$ cat src/rtl/bounce_seq_checker_sat_counter.sv
// Saturating up-counter with synchronous clear; an increment in the clear cycle leaves it at 1.
module sat_counter #(
  parameter int W = 8
) (
  input  logic         Clock,
  input  logic         Reset,
  input  logic         inc,
  input  logic         clr,
  output logic [W-1:0] q
);

  localparam logic [W-1:0] Q_ZERO = {W{1'b0}};
  localparam logic [W-1:0] Q_ONE  = W'(1);
  localparam logic [W-1:0] Q_MAX  = {W{1'b1}};

  // Count register: reset, clear (increment wins over clear), saturating increment.
  always_ff @(posedge Clock) begin
    if (Reset) begin
      q <= Q_ZERO;
    end else if (clr) begin
      q <= inc ? Q_ONE : Q_ZERO;
    end else if (inc && (q != Q_MAX)) begin
      q <= q + Q_ONE;
    end else begin
      q <= q;
    end
  end

endmodule

$ cat config.mk
export PLATFORM = sky130hd
export DESIGN_NAME = sat_counter
export DESIGN_NICKNAME = d
export VERILOG_FILES = /design/src/rtl/bounce_seq_checker_sat_counter.sv
export SDC_FILE = /design/constraint.sdc
export NUM_CORES = 1
export LEC_CHECK = 0
export CORE_MARGIN = 5
export CORE_UTILIZATION = 30
export CTS_CLUSTER_SIZE = 10
export DETAILED_ROUTE_END_ITERATION = 16
export GPL_TIMING_DRIVEN = 0
export HOLD_SLACK_MARGIN = 0.02
export PLACE_DENSITY_LB_ADDON = 0.12
export SYNTH_ARGS = -nofsm -noshare
export SYNTH_HDL_FRONTEND = slang
export SYNTH_SLANG_ARGS = --single-unit
$ cat constraint.sdc
create_clock -name Clock -period 2.2 [get_ports Clock]
set_clock_uncertainty 0.1 [all_clocks]
set_input_delay 0.44 -clock Clock [delete_from_list [all_inputs] [get_ports Clock]]
set_output_delay 0.44 -clock Clock [all_outputs]
set_load 0.1 [all_outputs]
* Word-level counts from Yosys, hierarchy flattened
Index checks and enable logic that the tools add are counted.
** Storage, ports and cells
- Output and inout port bits :: 8
- Flip-flop bits (word level) :: 8
- Word-level logic and storage cells :: 8
- Input port bits :: 4
** Cells by class
- Eq/ne operators :: 1
- Multiplexer cells :: 3
- Reductions and logical operators :: 2
- Add/sub/neg operators :: 1
** Operators by type and width (number)
- 2-to-1 mux 8 bit :: 2
- adder 8 x 1 -> 8 bit (second input constant) :: 1
- inequality test 8 bit (second input constant) :: 1
- nonzero test 2 bit :: 1
- logical AND 1 bit :: 1
- 2-to-1 mux 1 bit :: 1

* Longest topological paths before layout
Gate-level depths: netlist of the first run.
- Depth after elaboration :: 4
- Gate-level depth with buffers :: 4
- Gate-level depth less buffers :: 4

* Worst setup path before layout of the first run
OpenSTA, ideal clock, no wires.
- Path kind :: register to register
- Start :: register q[1]
- End :: register q[6]
- Setup slack :: 0.098 ns
- Setup time :: 0.124 ns
- Data required time :: 1.976 ns
- Period minus slack after synthesis :: 2.102 ns
- Data arrival time :: 1.878 ns
- Path buffers :: 0
- Stages on the path, launching flop included :: 5
- Path through :: dfxtp_1 ha_1 nand3_1 o41ai_1 nor2_1
** On the way
- Cells in the longest elaborated chain, start to end :: 3
- Elaborated cells on any way between the ends :: 6
- Those cells by class :: add/sub: 1; eq/ne: 1; mux: 2; reduce/logical: 2
** Ends and longest elaborated chain
- start, declared :: line 9 : output logic [W-1:0] q
- start signal, assigned :: line 21 : q <= inc ? Q_ONE : Q_ZERO;
- start signal, assigned :: line 23 : q <= q + Q_ONE;
- start signal, assigned :: line 25 : q <= q;
- adder 8 x 1 -> 8 bit or inequality test 8 bit (tied branches) :: line 23, 22
- 2-to-1 mux 8 bit or logical AND 1 bit (tied branches) :: line 22 : end else if (inc && (q != Q_MAX)) begin
- 2-to-1 mux 8 bit or nonzero test 2 bit (tied branches)
Parallel ways exist; a longest one is shown, timed or not. The select of a mux whose other input is x is not followed.
A chain may end at the register's enable or synchronous reset.

* Worst setup path after layout of the first run
- Start :: register q[5]
- End :: output q[5]
No word-level cell between the ends.

==> results.sh, run 1 <==
export IMPL_swShare_pct=26.85
export IMPL_start_util_pct=32.90
export IMPL_place_hpwl_um=822.2
export IMPL_overflow=0
export IMPL_tns_ns=0
export IMPL_syn_mean_instance_area_sq_um=8.381
export IMPL_ys_seq_elements=8
export IMPL_row_count=13
export IMPL_grt_pass1_wl_um=1842
export IMPL_cts_buffers=3
export IMPL_drive_gt1_share_pct=8.955
export IMPL_wire_per_inst_um=13.23
export IMPL_min_period_ns=2.130
export IMPL_h_tree_depth=1
export IMPL_cp_arrival_ns=1.59
export IMPL_die_h_um=48.48
export IMPL_synthCells=53
export IMPL_clock_latency_ns=0.26
export IMPL_reg_top3="q: 8 flops"
export IMPL_multi_input_area_sq_um=261.5
export IMPL_finalCritPeriodShare_pct=96.82
export IMPL_critical_path_max_fanout=8
export IMPL_top_layer_used="met4"
export IMPL_synth_xor_area_share_pct=0
export IMPL_final_seq_area_sq_um=160.2
export IMPL_critPathLaunchType="flop"
export IMPL_slew_viol_final=0
export IMPL_p_comb_share_pct=13.2
export IMPL_die_w_um=48.48
export IMPL_cp_required_ns=1.66
export IMPL_synthMuxAreaShare_pct=6.761
export IMPL_antenna_found_initial=0
export IMPL_cp_slowest_cell="dlygate4sd2_1"
export IMPL_ios=12
export IMPL_clk_pin_slew_ns=0.05
export IMPL_via_per_inst=5.305
export IMPL_drc=0
export IMPL_wl_met2_um=446
export IMPL_dieArea_sq_um=2350
export IMPL_synth_compound_area_share_pct=22.25
export IMPL_core_area_sq_um=1350
export IMPL_ctsHoldBuffers=0
export IMPL_internal_power_w=0.0002229
export IMPL_tightest_slew_ns=0.9559
export IMPL_antenna_cells=0
export IMPL_grt_pass1_vias=399
export IMPL_pwr_share_seq_pct=49.2
export IMPL_cts_sinks=8
export IMPL_pre_cts_slack_ns=0.03210
export IMPL_status="completed"
export IMPL_criticalPathCategory="flop to primary output"
export IMPL_synth_area_sq_um=444.2
export IMPL_cap_violations=0
export IMPL_synth_top_family_by_area="simple AND/OR/NAND/NOR gates"
export IMPL_grt_util_all_layers_pct=9.900
export IMPL_powerDensity_nw_per_um2=518.1
export IMPL_synthSimpleGateAreaFrac_pct=27.04
export IMPL_largest_register="q"
export IMPL_synth_fa_ha_area_share_pct=2.817
export IMPL_slew_headroom_pct=36.53
export IMPL_fin_ws_ns=0.06996
export IMPL_cp_end_kind="primary output"
export IMPL_p_clk_share_pct=37.5
export IMPL_rsz0062_at_grt="false"
export IMPL_area_growth_pct=32.39
export IMPL_path_delay_family="buffers and inverters"
export IMPL_routed_wirelength_um=1085
export IMPL_crit_path_cell_trace="dlygate4sd2_1"
export IMPL_hold_viol=0
export IMPL_cts_setup_buffers=0
export IMPL_switching_power_w=0.00008179
export IMPL_setup_viol=0
export IMPL_synth_fp_nets=58
export IMPL_timing_fmax_mhz=469.5
export IMPL_slowest_delay_ns=0.89
export IMPL_drtIter0Drc=4
export IMPL_first_pass_iters=2
export IMPL_synth_seq_area_share_pct=36.06
export IMPL_grt_max_degree=9
export IMPL_n_fill_cell=145
export IMPL_met1_length_um=561
export IMPL_cts_tree="done"
export IMPL_globalplace_congestion=0.7383
export IMPL_leakagePower_nw=0.2475
export IMPL_largest_reg_flops=8
export IMPL_ant_nets=0
export IMPL_cts_root_buf="clkbuf_4"
export IMPL_nNetsFinal=74
export IMPL_wl_met3_um=68
export IMPL_ys_warn_count=0
export IMPL_synth_distinct_cells=25
export IMPL_vias=435
export IMPL_hp_class="flop to flop"
export IMPL_ir_drop_mv=0.1862
export IMPL_crit_buf_inv=1
export IMPL_io_buffers=11
export IMPL_cts_path_max_buffers=2
-- cells in the final DEF (no fill, tap or decap), drive strengths merged, types with 2 or more instances in the layout --
| cell | n |
|---|---|
| clkdlybuf4s50 | 3 |
| nand2 | 5 |
| and4 | 2 |
| dlygate4sd2 | 6 |
| nand4 | 3 |
| clkbuf | 3 |
| and3 | 2 |
| nand3 | 2 |
| clkdlybuf4s15 | 2 |
| inv | 4 |
| a31oi | 4 |
| o21ai | 2 |
| nor2 | 2 |
| mux2i | 3 |
| a21oi | 4 |
| dfxtp | 8 |
-- cells by family after synthesis --
| kind of cell | Yosys count |
|---|---|
| AOI/OAI and AO/OA | 15 |
| adders and majority gates | 1 |
| buffers and inverters | 5 |
| DFF | 8 |
| muxes | 3 |
| and+or+nand+nor | 21 |
-- metrics by stage --
step                      hold WS (ns)  utilization [%]  cell area [sq um]  std cells  power [W]
after floorplan                 0.4094                -              444.2         53  0.0001795
after global placement          0.4048            42.45              573.1         79  0.0001953
after detailed placement        0.4112            42.45              573.1         79  0.0001949
after CTS                       0.4208            43.37              585.6         82  0.0003098
after global routing            0.4629            43.56              588.1         82  0.0003230
final                           0.4093            43.56              588.1         82  0.0003047
-- cell usage after synthesis --
cell type / n / area [sq um]
o311ai_0: 1 / 8.760
nor4_1: 1 / 6.260
nand4b_1: 1 / 8.760
inv_1: 4 / 15.01
nand2_1: 5 / 18.77
dfxtp_1: 8 / 160.2
and4_1: 2 / 17.52
buf_4: 1 / 7.510
ha_1: 1 / 12.51
a31oi_1: 4 / 25.02
and3_2: 1 / 7.510
mux2i_1: 3 / 30.03
a211oi_1: 1 / 7.510
and3_1: 1 / 6.260
o41ai_1: 1 / 8.760
nand3_1: 2 / 10.01
nand4_1: 3 / 18.77
nor2b_1: 1 / 6.260
a21oi_1: 4 / 20.02
nor2_1: 2 / 7.510
a31o_2: 1 / 8.760
nand2b_1: 1 / 6.260
a2111oi_1: 1 / 10.01
and2_1: 1 / 6.260
o21ai_0: 2 / 10.01
-- repair_timing --
action | 4_1_cts | 5_1_grt
gates cloned | 0 | 0
setup endpoints to repair | 8 | 2
gates resized for setup | 8 | 2
-- power by group through the flow --
stage / Sequential [W] / Clock [W] / Combinational, W
floorplan: 0.000168 / 0 / 0.0000115
global placement: 0.000153 / 0 / 0.0000421
detailed placement: 0.000153 / 0 / 0.0000417
CTS: 0.000150 / 0.000120 / 0.0000402
global route: 0.000150 / 0.000130 / 0.0000426
finish: 0.000150 / 0.000114 / 0.0000403
-- metal layers --
metal  vias to the layer above  GRT usage [%]
met2                        10          12.61
met4                         0          4.036
li1                        235              -
met5                         -              0
met3                         3          5.810
met1                       187          13.24
-- final timing paths --
path / slack [ns] / startpoint / to / cells past startpoint
setup / recovery: 0.07 / q[5]$_SDFFE_PP0P_ / q[5] / 1
hold / removal: 0.41 / q[1]$_SDFFE_PP0P_ / q[1]$_SDFFE_PP0P_ / 2
setup reg to reg: 0.72 / q[0]$_SDFFE_PP0P_ / q[1]$_SDFFE_PP0P_ / 4
hold reg to reg: 0.41 / q[1]$_SDFFE_PP0P_ / q[1]$_SDFFE_PP0P_ / 2
-- final cells by class --
type                    count  area share [%]
plain buffers               1           1.277
multi-input cells          40           44.47
clock buffers               3           3.830
well taps                  15           3.191
flip-flops and latches      8           27.23
repair buffers             11           17.45
inverters                   4           2.553
Power figures use the tool's default switching activity.
==> inputs of run 2 (changes only) <==
SKIP_LAST_GASP = 1   (was default)
==> results of run 2 <==
The final DEF is identical to that of run 1; final timing and power are the same.
==> inputs of run 3 (changes only) <==
CAP_MARGIN = 20   (was default)
==> results of run 3 <==
The final DEF is identical to that of run 1; final timing and power are the same.
